===== config.mk =====
export PLATFORM = sky130hd
export DESIGN_NAME = tag_compare_stage_flat
export DESIGN_NICKNAME = d
export VERILOG_FILES = /design/src/rtl/tag_compare_stage_if.sv /design/src/rtl/tag_compare_stage.sv /design/src/flat_wrapper.sv
export SDC_FILE = /design/constraint.sdc
export NUM_CORES = 1
export LEC_CHECK = 0
export BUFFER_PORTS_ARGS = -buffer_cell sky130_fd_sc_hd__buf_2
export CAP_MARGIN = 20
export CORE_ASPECT_RATIO = 0.5
export CORE_MARGIN = 4
export CORE_UTILIZATION = 47
export DETAILED_ROUTE_END_ITERATION = 10
export GPL_ROUTABILITY_DRIVEN = 0
export GPL_TIMING_DRIVEN = 0
export PLACE_DENSITY = 0.9
export SETUP_SLACK_MARGIN = 0.4
export SLEW_MARGIN = 20
export SYNTH_ARGS = -nofsm -noshare
export SYNTH_HDL_FRONTEND = slang
export SYNTH_SLANG_ARGS = --single-unit

===== constraint.sdc =====
create_clock -name clk -period 2.2 [get_ports clk]
set_input_delay 0.44 -clock clk [delete_from_list [all_inputs] [get_ports clk]]
set_output_delay 0.44 -clock clk [all_outputs]
set_load 0.01 [all_outputs]

===== src/rtl/tag_compare_stage_if.sv =====
// Lookup request, tag-array read and result-slot signals of the tag compare stage.
// The stage uses the slave view; the requester / tag array side uses the master view.
interface tag_compare_stage_if #(
  parameter int TAG_W = 8,
  parameter int IDX_W = 4,
  parameter int WAYS  = 4
);
  localparam int WAY_W = $clog2(WAYS);

  logic                    req_valid;
  logic                    req_ready;
  logic [TAG_W-1:0]        req_tag;
  logic [IDX_W-1:0]        req_index;
  logic                    tag_rd_en;
  logic [IDX_W-1:0]        tag_rd_idx;
  logic [WAYS*TAG_W-1:0]   tag_rd_tags;
  logic [WAYS-1:0]         tag_rd_valid;
  logic                    res_valid;
  logic                    res_ready;
  logic                    res_hit;
  logic [WAYS-1:0]         res_way_oh;
  logic [WAY_W-1:0]        res_way_idx;
  logic                    res_multi_hit;
  logic [TAG_W-1:0]        res_tag;
  logic [IDX_W-1:0]        res_index;

  modport slave (
    input  req_valid, req_tag, req_index, tag_rd_tags, tag_rd_valid, res_ready,
    output req_ready, tag_rd_en, tag_rd_idx, res_valid, res_hit, res_way_oh,
           res_way_idx, res_multi_hit, res_tag, res_index
  );

  modport master (
    output req_valid, req_tag, req_index, tag_rd_tags, tag_rd_valid, res_ready,
    input  req_ready, tag_rd_en, tag_rd_idx, res_valid, res_hit, res_way_oh,
           res_way_idx, res_multi_hit, res_tag, res_index
  );
endinterface


===== src/rtl/tag_compare_stage.sv =====
// Hit-detection stage of the cache lookup path: reads the tag array, compares every way
// against the request tag and holds hit / way information in a valid/ready result slot.
module and_wordgate #(
  parameter int w = 9
) (
  input  logic [w-1:0] din,
  output logic         dout
);
  assign dout = &din;
endmodule

// state | meaning
// IDLE  | ready for a request; accepting one fires the tag array read
// READ  | tag array data valid, per-way compare, result registered
// RESP  | result held until the consumer takes it
module tag_compare_stage #(
  parameter int TAG_W = 8,
  parameter int IDX_W = 4,
  parameter int WAYS  = 4
) (
  input logic             clk,
  input logic             rst,
  tag_compare_stage_if.slave bus
);
  localparam int WAY_W = $clog2(WAYS);

  typedef enum logic [1:0] {IDLE = 2'd0, READ = 2'd1, RESP = 2'd2} state_t;

  state_t           state, state_next;
  logic             accept;
  logic [TAG_W-1:0] tag_q;
  logic [IDX_W-1:0] idx_q;
  logic [WAYS-1:0]  match;
  logic [WAYS-1:0]  way_oh_d;
  logic [WAY_W-1:0] way_idx_d;
  logic             multi_d;

  logic             hit_q;
  logic [WAYS-1:0]  way_oh_q;
  logic [WAY_W-1:0] way_idx_q;
  logic             multi_q;
  logic [TAG_W-1:0] res_tag_q;
  logic [IDX_W-1:0] res_index_q;

  always_ff @(posedge clk or posedge rst) begin
    if (rst) state <= IDLE;
    else     state <= state_next;
  end

  always_comb begin
    state_next = state;
    case (state)
      IDLE:    if (bus.req_valid) state_next = READ;
      READ:    state_next = RESP;
      RESP:    if (bus.res_ready) state_next = IDLE;
      default: state_next = IDLE;
    endcase
  end

  always_comb begin
    accept         = (state == IDLE) && bus.req_valid;
    bus.req_ready  = (state == IDLE);
    bus.res_valid  = (state == RESP);
    bus.tag_rd_en  = accept;
    bus.tag_rd_idx = accept ? bus.req_index : idx_q;
  end

  always_ff @(posedge clk or posedge rst) begin
    if (rst) begin
      tag_q <= '0;
      idx_q <= '0;
    end else if (accept) begin
      tag_q <= bus.req_tag;
      idx_q <= bus.req_index;
    end
  end

  // {valid, bitwise XNOR} per way; a cleared valid bit forces a miss for that way
  for (genvar w = 0; w < WAYS; w++) begin : g_way
    logic [TAG_W:0] match_vec;
    assign match_vec = {bus.tag_rd_valid[w], ~(bus.tag_rd_tags[w*TAG_W +: TAG_W] ^ tag_q)};
    and_wordgate #(.w(TAG_W+1)) u_gate (.din(match_vec), .dout(match[w]));
  end

  // Descending scan so the lowest-numbered matching way wins
  always_comb begin
    way_oh_d  = '0;
    way_idx_d = '0;
    for (int w = WAYS-1; w >= 0; w--) begin
      if (match[w]) begin
        way_oh_d    = '0;
        way_oh_d[w] = 1'b1;
        way_idx_d   = WAY_W'(w);
      end
    end
    multi_d = (match & (match - WAYS'(1))) != '0;
  end

  always_ff @(posedge clk or posedge rst) begin
    if (rst) begin
      hit_q       <= 1'b0;
      way_oh_q    <= '0;
      way_idx_q   <= '0;
      multi_q     <= 1'b0;
      res_tag_q   <= '0;
      res_index_q <= '0;
    end else if (state == READ) begin
      hit_q       <= |match;
      way_oh_q    <= way_oh_d;
      way_idx_q   <= way_idx_d;
      multi_q     <= multi_d;
      res_tag_q   <= tag_q;
      res_index_q <= idx_q;
    end
  end

  assign bus.res_hit       = hit_q;
  assign bus.res_way_oh    = way_oh_q;
  assign bus.res_way_idx   = way_idx_q;
  assign bus.res_multi_hit = multi_q;
  assign bus.res_tag       = res_tag_q;
  assign bus.res_index     = res_index_q;
endmodule

===== src/flat_wrapper.sv =====
// flat-port wrapper written by rule: the top's interface ports become plain ports
module tag_compare_stage_flat 
#(
  parameter int TAG_W = 8,
  parameter int IDX_W = 4,
  parameter int WAYS  = 4
)
  (clk, rst, bus_req_valid, bus_req_tag, bus_req_index, bus_tag_rd_tags, bus_tag_rd_valid, bus_res_ready, bus_req_ready, bus_tag_rd_en, bus_tag_rd_idx, bus_res_valid, bus_res_hit, bus_res_way_oh, bus_res_way_idx, bus_res_multi_hit, bus_res_tag, bus_res_index);
  tag_compare_stage_if #(.TAG_W(TAG_W), .IDX_W(IDX_W), .WAYS(WAYS)) bus_i ();
  input logic clk;
  input logic rst;
  input wire logic [$bits(bus_i.req_valid)-1:0] bus_req_valid;
  input wire logic [$bits(bus_i.req_tag)-1:0] bus_req_tag;
  input wire logic [$bits(bus_i.req_index)-1:0] bus_req_index;
  input wire logic [$bits(bus_i.tag_rd_tags)-1:0] bus_tag_rd_tags;
  input wire logic [$bits(bus_i.tag_rd_valid)-1:0] bus_tag_rd_valid;
  input wire logic [$bits(bus_i.res_ready)-1:0] bus_res_ready;
  output wire logic [$bits(bus_i.req_ready)-1:0] bus_req_ready;
  output wire logic [$bits(bus_i.tag_rd_en)-1:0] bus_tag_rd_en;
  output wire logic [$bits(bus_i.tag_rd_idx)-1:0] bus_tag_rd_idx;
  output wire logic [$bits(bus_i.res_valid)-1:0] bus_res_valid;
  output wire logic [$bits(bus_i.res_hit)-1:0] bus_res_hit;
  output wire logic [$bits(bus_i.res_way_oh)-1:0] bus_res_way_oh;
  output wire logic [$bits(bus_i.res_way_idx)-1:0] bus_res_way_idx;
  output wire logic [$bits(bus_i.res_multi_hit)-1:0] bus_res_multi_hit;
  output wire logic [$bits(bus_i.res_tag)-1:0] bus_res_tag;
  output wire logic [$bits(bus_i.res_index)-1:0] bus_res_index;
  assign bus_i.req_valid = bus_req_valid;
  assign bus_i.req_tag = bus_req_tag;
  assign bus_i.req_index = bus_req_index;
  assign bus_i.tag_rd_tags = bus_tag_rd_tags;
  assign bus_i.tag_rd_valid = bus_tag_rd_valid;
  assign bus_i.res_ready = bus_res_ready;
  assign bus_req_ready = bus_i.req_ready;
  assign bus_tag_rd_en = bus_i.tag_rd_en;
  assign bus_tag_rd_idx = bus_i.tag_rd_idx;
  assign bus_res_valid = bus_i.res_valid;
  assign bus_res_hit = bus_i.res_hit;
  assign bus_res_way_oh = bus_i.res_way_oh;
  assign bus_res_way_idx = bus_i.res_way_idx;
  assign bus_res_multi_hit = bus_i.res_multi_hit;
  assign bus_res_tag = bus_i.res_tag;
  assign bus_res_index = bus_i.res_index;
  tag_compare_stage #(.TAG_W(TAG_W), .IDX_W(IDX_W), .WAYS(WAYS)) u_core (.clk(clk), .rst(rst), .bus(bus_i));
endmodule

==> flow_metrics.py, run 1 <==
metrics = {
    "sta": {
        "hold_slack_ps": 262,
        "slew_headroom_pct": 53.5,
        "fin_crit_sh_pct": 95.1,
        "fmax_mhz": 478,
        "fin_worst_skew_ps": 8.78,
        "setup_violations": 0,
        "rsz0062_at_grt": "true",
        "worst_pin_slew_ps": 697,
        "post-route-min-period_ps": 2090,
        "slew_violations": 0,
        "tns_ps": 0,
        "finalHoldViolCount": 0,
    },
    "logic_synthesis": {
        "synth.distinct_cells": 21,
        "synth_top_cell_by_area": "dfrtp_1",
        "yosys_warnings": 0,
        "syn_nets": 208,
        "synth-seq-cells": 34,
        "syn-instance-count": 156,
        "synthTopCellsByArea": "dfrtp_1 (47%), mux2_2 (15%), xnor2_1 (14%)",
        "seq_area_frac_synth_pct": 46.6,
        "synth_area_sq_um": 1830,
        "synth_ff_type": "dfrtp_1",
        "yosysTopAreaCellShare_pct": 46.6,
        "syn_avg_cell_area_sq_um": 11.7,
        "ys_async_sr_fraction_pct": 100,
        "synth_edf_count": 0,
    },
    "routing": {
        "drc": 0,
        "drt-pass1-iter-count": 4,
        "routed_wirelength_mm": 6.67,
        "vias": 1750,
        "vias_per_cell": 5.56,
        "wire_per_inst_um": 21.2,
        "antenna_left": 0,
        "dr.first_iter.drc_count": 128,
    },
    "worst_setup_path": {
        "crit_start": "u_core.state[1]$_DFFE_PP0P_",
        "path_class": "reg -> out",
        "slowest_stage": "dfrtp_1",
        "startpoint_type": "flop",
        "worstSetupEndpoint": "bus_tag_rd_idx[0]",
        "critical_path_depth": 6,
        "r2r-end": "u_core.bus.res_way_idx[1]$_DFFE_PP0N_",
        "path_delay_family": "flip-flops",
        "path_cells": "nor2_2, and2_1, clkbuf_8, buf_8, mux2_4, buf_6",
        "rr_worst_depth": 8,
        "cp-end-kind": "output pin",
        "cp_max_fo": 6,
        "path_buf_inv": 3,
        "cp.arrival_ps": 1650,
        "cpPeakStageDelay_ps": 410,
        "reg2reg_from": "u_core.tag_q[4]$_DFFE_PP0P_",
        "cp_data_required_time_ps": 1760,
        "rrSetupSlack_ps": 250,
    },
    "final_layout": {
        "mostFrequentLayoutCell": "buf_2",
        "nets": 315,
        "syn_to_final_growth_pct": 53.9,
        "fill_cells": 188,
        "utilization_pct": 78.4,
        "drive_gt1_share_pct": 64.8,
        "antenna_cells": 0,
        "final_cell_mix": "buf_2 (74), dfrtp_1 (34), mux2_2 (20), buf_4 (20), xnor2_1 (19)",
    },
    "floorplan": {
        "die_w_um": 96.1,
        "die-area_sq_um": 5010,
        "rows": 15,
        "io_pins": 79,
        "die_height_um": 52.1,
        "core_area_sq_um": 3580,
        "initial_core_util_pct": 50.9,
    },
    "grt": {
        "gr-total-overflow": 0,
        "grt_pass1_wl_mm": 8.11,
        "grt_pass1_vias": 1647,
        "antenna_found_initial": 0,
        "grt_use_total_pct": 22.4,
        "grt_max_degree": 35,
    },
    "clock_network": {
        "cts-root-buf": "clkbuf_8",
        "clk_pin_slew_worst_paths_ps": 70,
        "clock_sinks": 34,
        "cts_tree": "yes",
        "cts.path.max_buffers": 2,
        "htreeDepth": 2,
        "clkLatencyLatePin_ps": 290,
        "cts_buffers": 5,
    },
    "run_status": {
        "outcome": "finished, final reports clean",
    },
    "min_path": {
        "hp-class": "in -> async",
    },
    "power_and_ir_drop": {
        "irDropWorstVdd_v": 0.000834,
        "power_density_nw_per_um2": 1360,
        "clkPwrFrac_pct": 14.7,
        "power.leakage_nw": 1.34,
        "power.net_switching_mw": 1.38,
        "combPwrFrac_pct": 58.5,
        "swShare_pct": 36.1,
        "power_frac_seq_pct": 26.8,
        "p_int_mw": 2.44,
    },
    "job": {
        "max-cap-violations": 0,
    },
    "placed_design": {
        "place.port_buffers": 78,
        "dpl.hpwl_mm": 3.51,
    },
}
==> cell type report <==
type | instances | area [sq um] | share of cell area (%)
Buffer | 13 | 133 | 4.72
Timing Repair Buffer | 100 | 594 | 21.1
Clock inverter | 1 | 30.0 | 1.07
Tap cell | 51 | 63.8 | 2.27
Inverter | 2 | 7.51 | 0.267
Sequential cell | 34 | 851 | 30.3
Clock buffer | 7 | 76.3 | 2.72
Multi-Input combinational cell | 107 | 1050 | 37.5
==> timing repair <==
action / in CTS / in global routing
setup buffers: 8 / 14
setup endpoints to repair: 7 / 14
hold buffers: 0 / 0
pin swaps: 2 / 17
resized for setup: 15 / 29
cloned: 0 / 0
==> power groups by stage <==
stage	Sequential [mW]	Combinational [mW]	Clock (mW)
6_report	1.03	2.24	0.561
5_1_grt	1.05	2.38	0.582
4_1_cts	1.01	1.81	0.566
3_5_place_dp	1.02	1.58	0
3_3_place_gp	0.992	1.52	0
2_1_floorplan	1.05	1.10	0
==> Yosys cell counts (all sizes together), types with 2 or more instances <==
master  count
o31ai       2
xnor2      32
nand3       4
and2        2
mux2       25
o21ai       6
nand2b      3
buf        10
or3         3
nor2        2
nand2      13
nand4       5
clkbuf      3
dfrtp      34
nor3        7
inv         2
==> per-stage QoR <==
stage / std cells / area, sq um / setup slack (ps) / total power, mW
4_1_cts: 301 / 2530 / 144 / 3.39
3_5_place_dp: 285 / 2290 / 276 / 2.59
2_1_floorplan: 156 / 1840 / 417 / 2.15
3_3_place_gp: 285 / 2290 / 304 / 2.51
5_1_grt: 315 / 2810 / 36.7 / 4.01
6_report: 315 / 2810 / 108 / 3.83
==> state kept, by name, summed over array words and instances (netlist names) <==
name and count:
u_core.bus.res_way_idx 2, u_core.bus.res_way_oh 4, u_core.bus.res_tag 8, u_core.tag_q 8
u_core.bus.res_multi_hit 1, u_core.bus.res_hit 1, u_core.bus.res_index 4, u_core.idx_q 4
u_core.state 2
==> worst min-delay path by stage <==
stage | end | start | cells after the start
after floorplan | u_core.bus.res_index[0]$_DFFE_PP0N_ | u_core.idx_q[0]$_DFF_PP0_ | 1
after global placement | u_core.bus.res_way_oh[2]$_DFFE_PP0N_ | u_core.bus.res_way_oh[2]$_DFFE_PP0N_ | 2
after detailed placement | u_core.bus.res_multi_hit$_DFFE_PP0N_ | u_core.bus.res_multi_hit$_DFFE_PP0N_ | 2
after CTS | u_core.bus.res_index[1]$_DFFE_PP0N_ | rst | 2
after global routing | u_core.bus.res_index[2]$_DFFE_PP0N_ | rst | 2
final | u_core.bus.res_tag[0]$_DFFE_PP0N_ | rst | 2
==> logic make-up (layout without fill, tap and decap cells) <==
| group | after synthesis | after routing | synth area share (%) |
|---|---|---|---|
| buffers and inverters | 15 | 123 | 6.51 |
| AND/OR/NAND/NOR | 39 | 39 | 11.4 |
| flip-flops | 34 | 34 | 46.6 |
| adder cells (fa/ha/maj) | 1 | 1 | 0.548 |
| AO/OA/AOI/OAI | 10 | 10 | 3.36 |
| XOR/XNOR | 32 | 32 | 16.2 |
| multiplexers | 25 | 25 | 15.4 |
==> worst register-to-register path, cell delays in order (launching register included) <==
cell	delay, ps
dfrtp_1	380
buf_6	140
xnor2_2	150
nand4_1	200
buf_4	200
buf_4	120
nor3_1	290
nor2_1	100
o31ai_1	270
==> routing by layer <==
layer / vias to the layer above / routed length (um) / global-route usage (%)
met5: - / 0 / 0
met4: 0 / 456 / 10.6
met3: 50 / 460 / 6.36
met2: 120 / 3430 / 41.0
met1: 844 / 2320 / 23.9
li1: 736 / - / -
Power figures use the tool's default switching activity.
==> run 2, diff against run 1 <==
--- a/config.mk
+++ b/config.mk
@@ -8,7 +8,7 @@
 export BUFFER_PORTS_ARGS = -buffer_cell sky130_fd_sc_hd__buf_2
 export CAP_MARGIN = 20
 export CORE_ASPECT_RATIO = 0.5
-export CORE_MARGIN = 4
+export CORE_MARGIN = 2
 export CORE_UTILIZATION = 47
 export DETAILED_ROUTE_END_ITERATION = 10
 export GPL_ROUTABILITY_DRIVEN = 0
==> run 2 against run 1 <==
Power is 12% lower. Design area is 8.8% lower. Combinational power is 17% lower. Clock skew is 2.3 ps lower. Die area is 12% lower. Largest power group unchanged. Critical endpoint unchanged. Highest routed layer unchanged.
==> flow_metrics.py, run 2 (same netlist as run 1, synthesis figures left out) <==
metrics = {
    "run_status": {
        "outcome": "finished, final reports clean",
    },
    "final_layout": {
        "design_area_sq_um": 2560,
        "final_cell_mix": "buf_2 (74), dfrtp_1 (34), xnor2_1 (28), mux2_2 (21), buf_6 (14)",
        "fin_cells": 304,
        "drive_gt1_share_pct": 57.7,
        "antenna_cells": 0,
        "nets": 304,
        "mostFrequentLayoutCell": "buf_2",
        "syn_to_final_growth_pct": 40.4,
    },
    "worst_setup_path": {
        "startpoint_type": "flop",
        "cp.arrival_ps": 1680,
        "cp_data_required_time_ps": 1760,
        "cp-end-kind": "output pin",
        "cpPeakStageDelay_ps": 400,
        "path_class": "reg -> out",
        "slowest_stage": "dfrtp_1",
        "cp_max_fo": 5,
        "path_cells": "nor2_2, and2_1, clkbuf_8, buf_8, mux2_4, buf_6",
    },
    "grt": {
        "grt_pass1_vias": 1516,
        "gr-total-overflow": 0,
        "grt_max_degree": 35,
        "grt_use_total_pct": 22.0,
        "grt_pass1_wl_mm": 7.07,
        "antenna_found_initial": 0,
    },
    "sta": {
        "post-route-min-period_ps": 2120,
        "slew_violations": 0,
        "setup_violations": 0,
        "slew_headroom_pct": 52.6,
        "fin_worst_skew_ps": 6.47,
        "fin_crit_sh_pct": 96.5,
        "rsz0062_at_grt": "true",
        "finalHoldViolCount": 0,
        "worst_pin_slew_ps": 710,
        "tns_ps": 0,
        "fmax_mhz": 471,
    },
    "routing": {
        "vias_per_cell": 5.09,
        "dr.first_iter.drc_count": 95,
        "routed_wirelength_mm": 5.04,
        "drc": 0,
        "drt-pass1-iter-count": 4,
        "vias": 1547,
        "antenna_left": 0,
        "wire_per_inst_um": 16.6,
    },
    "floorplan": {
        "io_pins": 79,
        "die-area_sq_um": 4430,
        "die_height_um": 48.1,
        "core_area_sq_um": 3570,
        "initial_core_util_pct": 51.2,
        "rows": 15,
        "die_w_um": 92.1,
    },
    "placed_design": {
        "dpl.hpwl_mm": 3.25,
        "place.port_buffers": 78,
        "place_area_sq_um": 2290,
        "dp_cells": 285,
    },
    "power_and_ir_drop": {
        "power_density_nw_per_um2": 1310,
        "clkPwrFrac_pct": 14.2,
        "p_int_mw": 2.16,
        "irDropWorstVdd_v": 0.000810,
        "power.leakage_nw": 1.21,
        "power.net_switching_mw": 1.19,
        "swShare_pct": 35.6,
        "power.total_mw": 3.35,
        "combPwrFrac_pct": 55.8,
        "power_frac_seq_pct": 30.0,
    },
    "clock_network": {
        "cts_tree": "yes",
        "cts_buffers": 5,
        "clock_sinks": 34,
        "clkLatencyLatePin_ps": 290,
        "htreeDepth": 2,
        "clk_pin_slew_worst_paths_ps": 70,
        "cts-root-buf": "clkbuf_8",
        "cts.path.max_buffers": 2,
    },
    "min_path": {
        "hp-class": "in -> async",
    },
    "job": {
        "max-cap-violations": 0,
    },
}
[run 2: worst paths after layout]
check | from | end | slack [ps] | cells after the start
hold / removal | rst | u_core.bus.res_tag[3]$_DFFE_PP0N_ | 270 | 2
setup reg to reg | u_core.tag_q[0]$_DFFE_PP0P_ | u_core.bus.res_way_idx[0]$_DFFE_PP0N_ | 370 | 6
min in group clk | bus_res_ready | u_core.state[1]$_DFFE_PP0P_ | 350 | 2
max in group asynchronous | rst | u_core.bus.res_way_oh[3]$_DFFE_PP0N_ | 1470 | 2
setup / recovery | u_core.state[0]$_DFFE_PP0P_ | bus_tag_rd_idx[0] | 80 | 6
hold reg to reg | u_core.bus.res_way_oh[0]$_DFFE_PP0N_ | u_core.bus.res_way_oh[0]$_DFFE_PP0N_ | 490 | 2
[run 2: layout make-up]
type                    count  area [sq um]
fillers                   226          1000
multi-input cells         107           908
flip-flops and latches     34           851
repair buffers             89           508
plain buffers              13           133
clock buffers               7          86.3
well taps                  51          63.8
inverters                   2          7.51
clock inverters             1          5.00
[run 2: routing by layer]
layer  wire length [um]  share of wire, %  track usage, %  vias to the layer above
met2               2660                53            44.3                       72
met1               1890                37            23.7                      742
li1                   -                 -               -                      714
met3                337               6.7            5.98                       19
met4                157               3.1            8.66                        0
met5                  0                 0               0                        -
[run 2: power by group through the flow]
stage / clock network (mW) / logic [mW] / registers, mW
final: 0.476 / 1.87 / 1.01
after global routing: 0.503 / 1.99 / 1.03
after CTS: 0.480 / 1.77 / 1.00
after detailed placement: 0 / 1.56 / 1.01
after global placement: 0 / 1.51 / 0.991
after floorplan: 0 / 1.10 / 1.05
[run 2: stage by stage]
step	hold slack (ps)	utilization (%)	setup slack, ps
floorplan	477	-	417
global placement	462	64.2	303
detailed placement	475	64.2	274
CTS	291	70.2	122
global route	335	71.9	38.8
finish	274	71.9	77.5
[run 2: repair_timing]
item | 4_1_cts | 5_1_grt
endpoints found under the setup margin | 5 | 13
hold endpoints to repair | 0 | 0
pin swaps | 2 | 4
gates cloned | 0 | 0
resized for setup | 13 | 9
setup buffers | 8 | 3
hold buffers | 0 | 0
[run 2: critical path, delay by kind of cell, from the launching register on]
kind	cells	cell delay, ps
buf+inv	3	370
flops	1	400
mux	1	320
simple gates	2	310
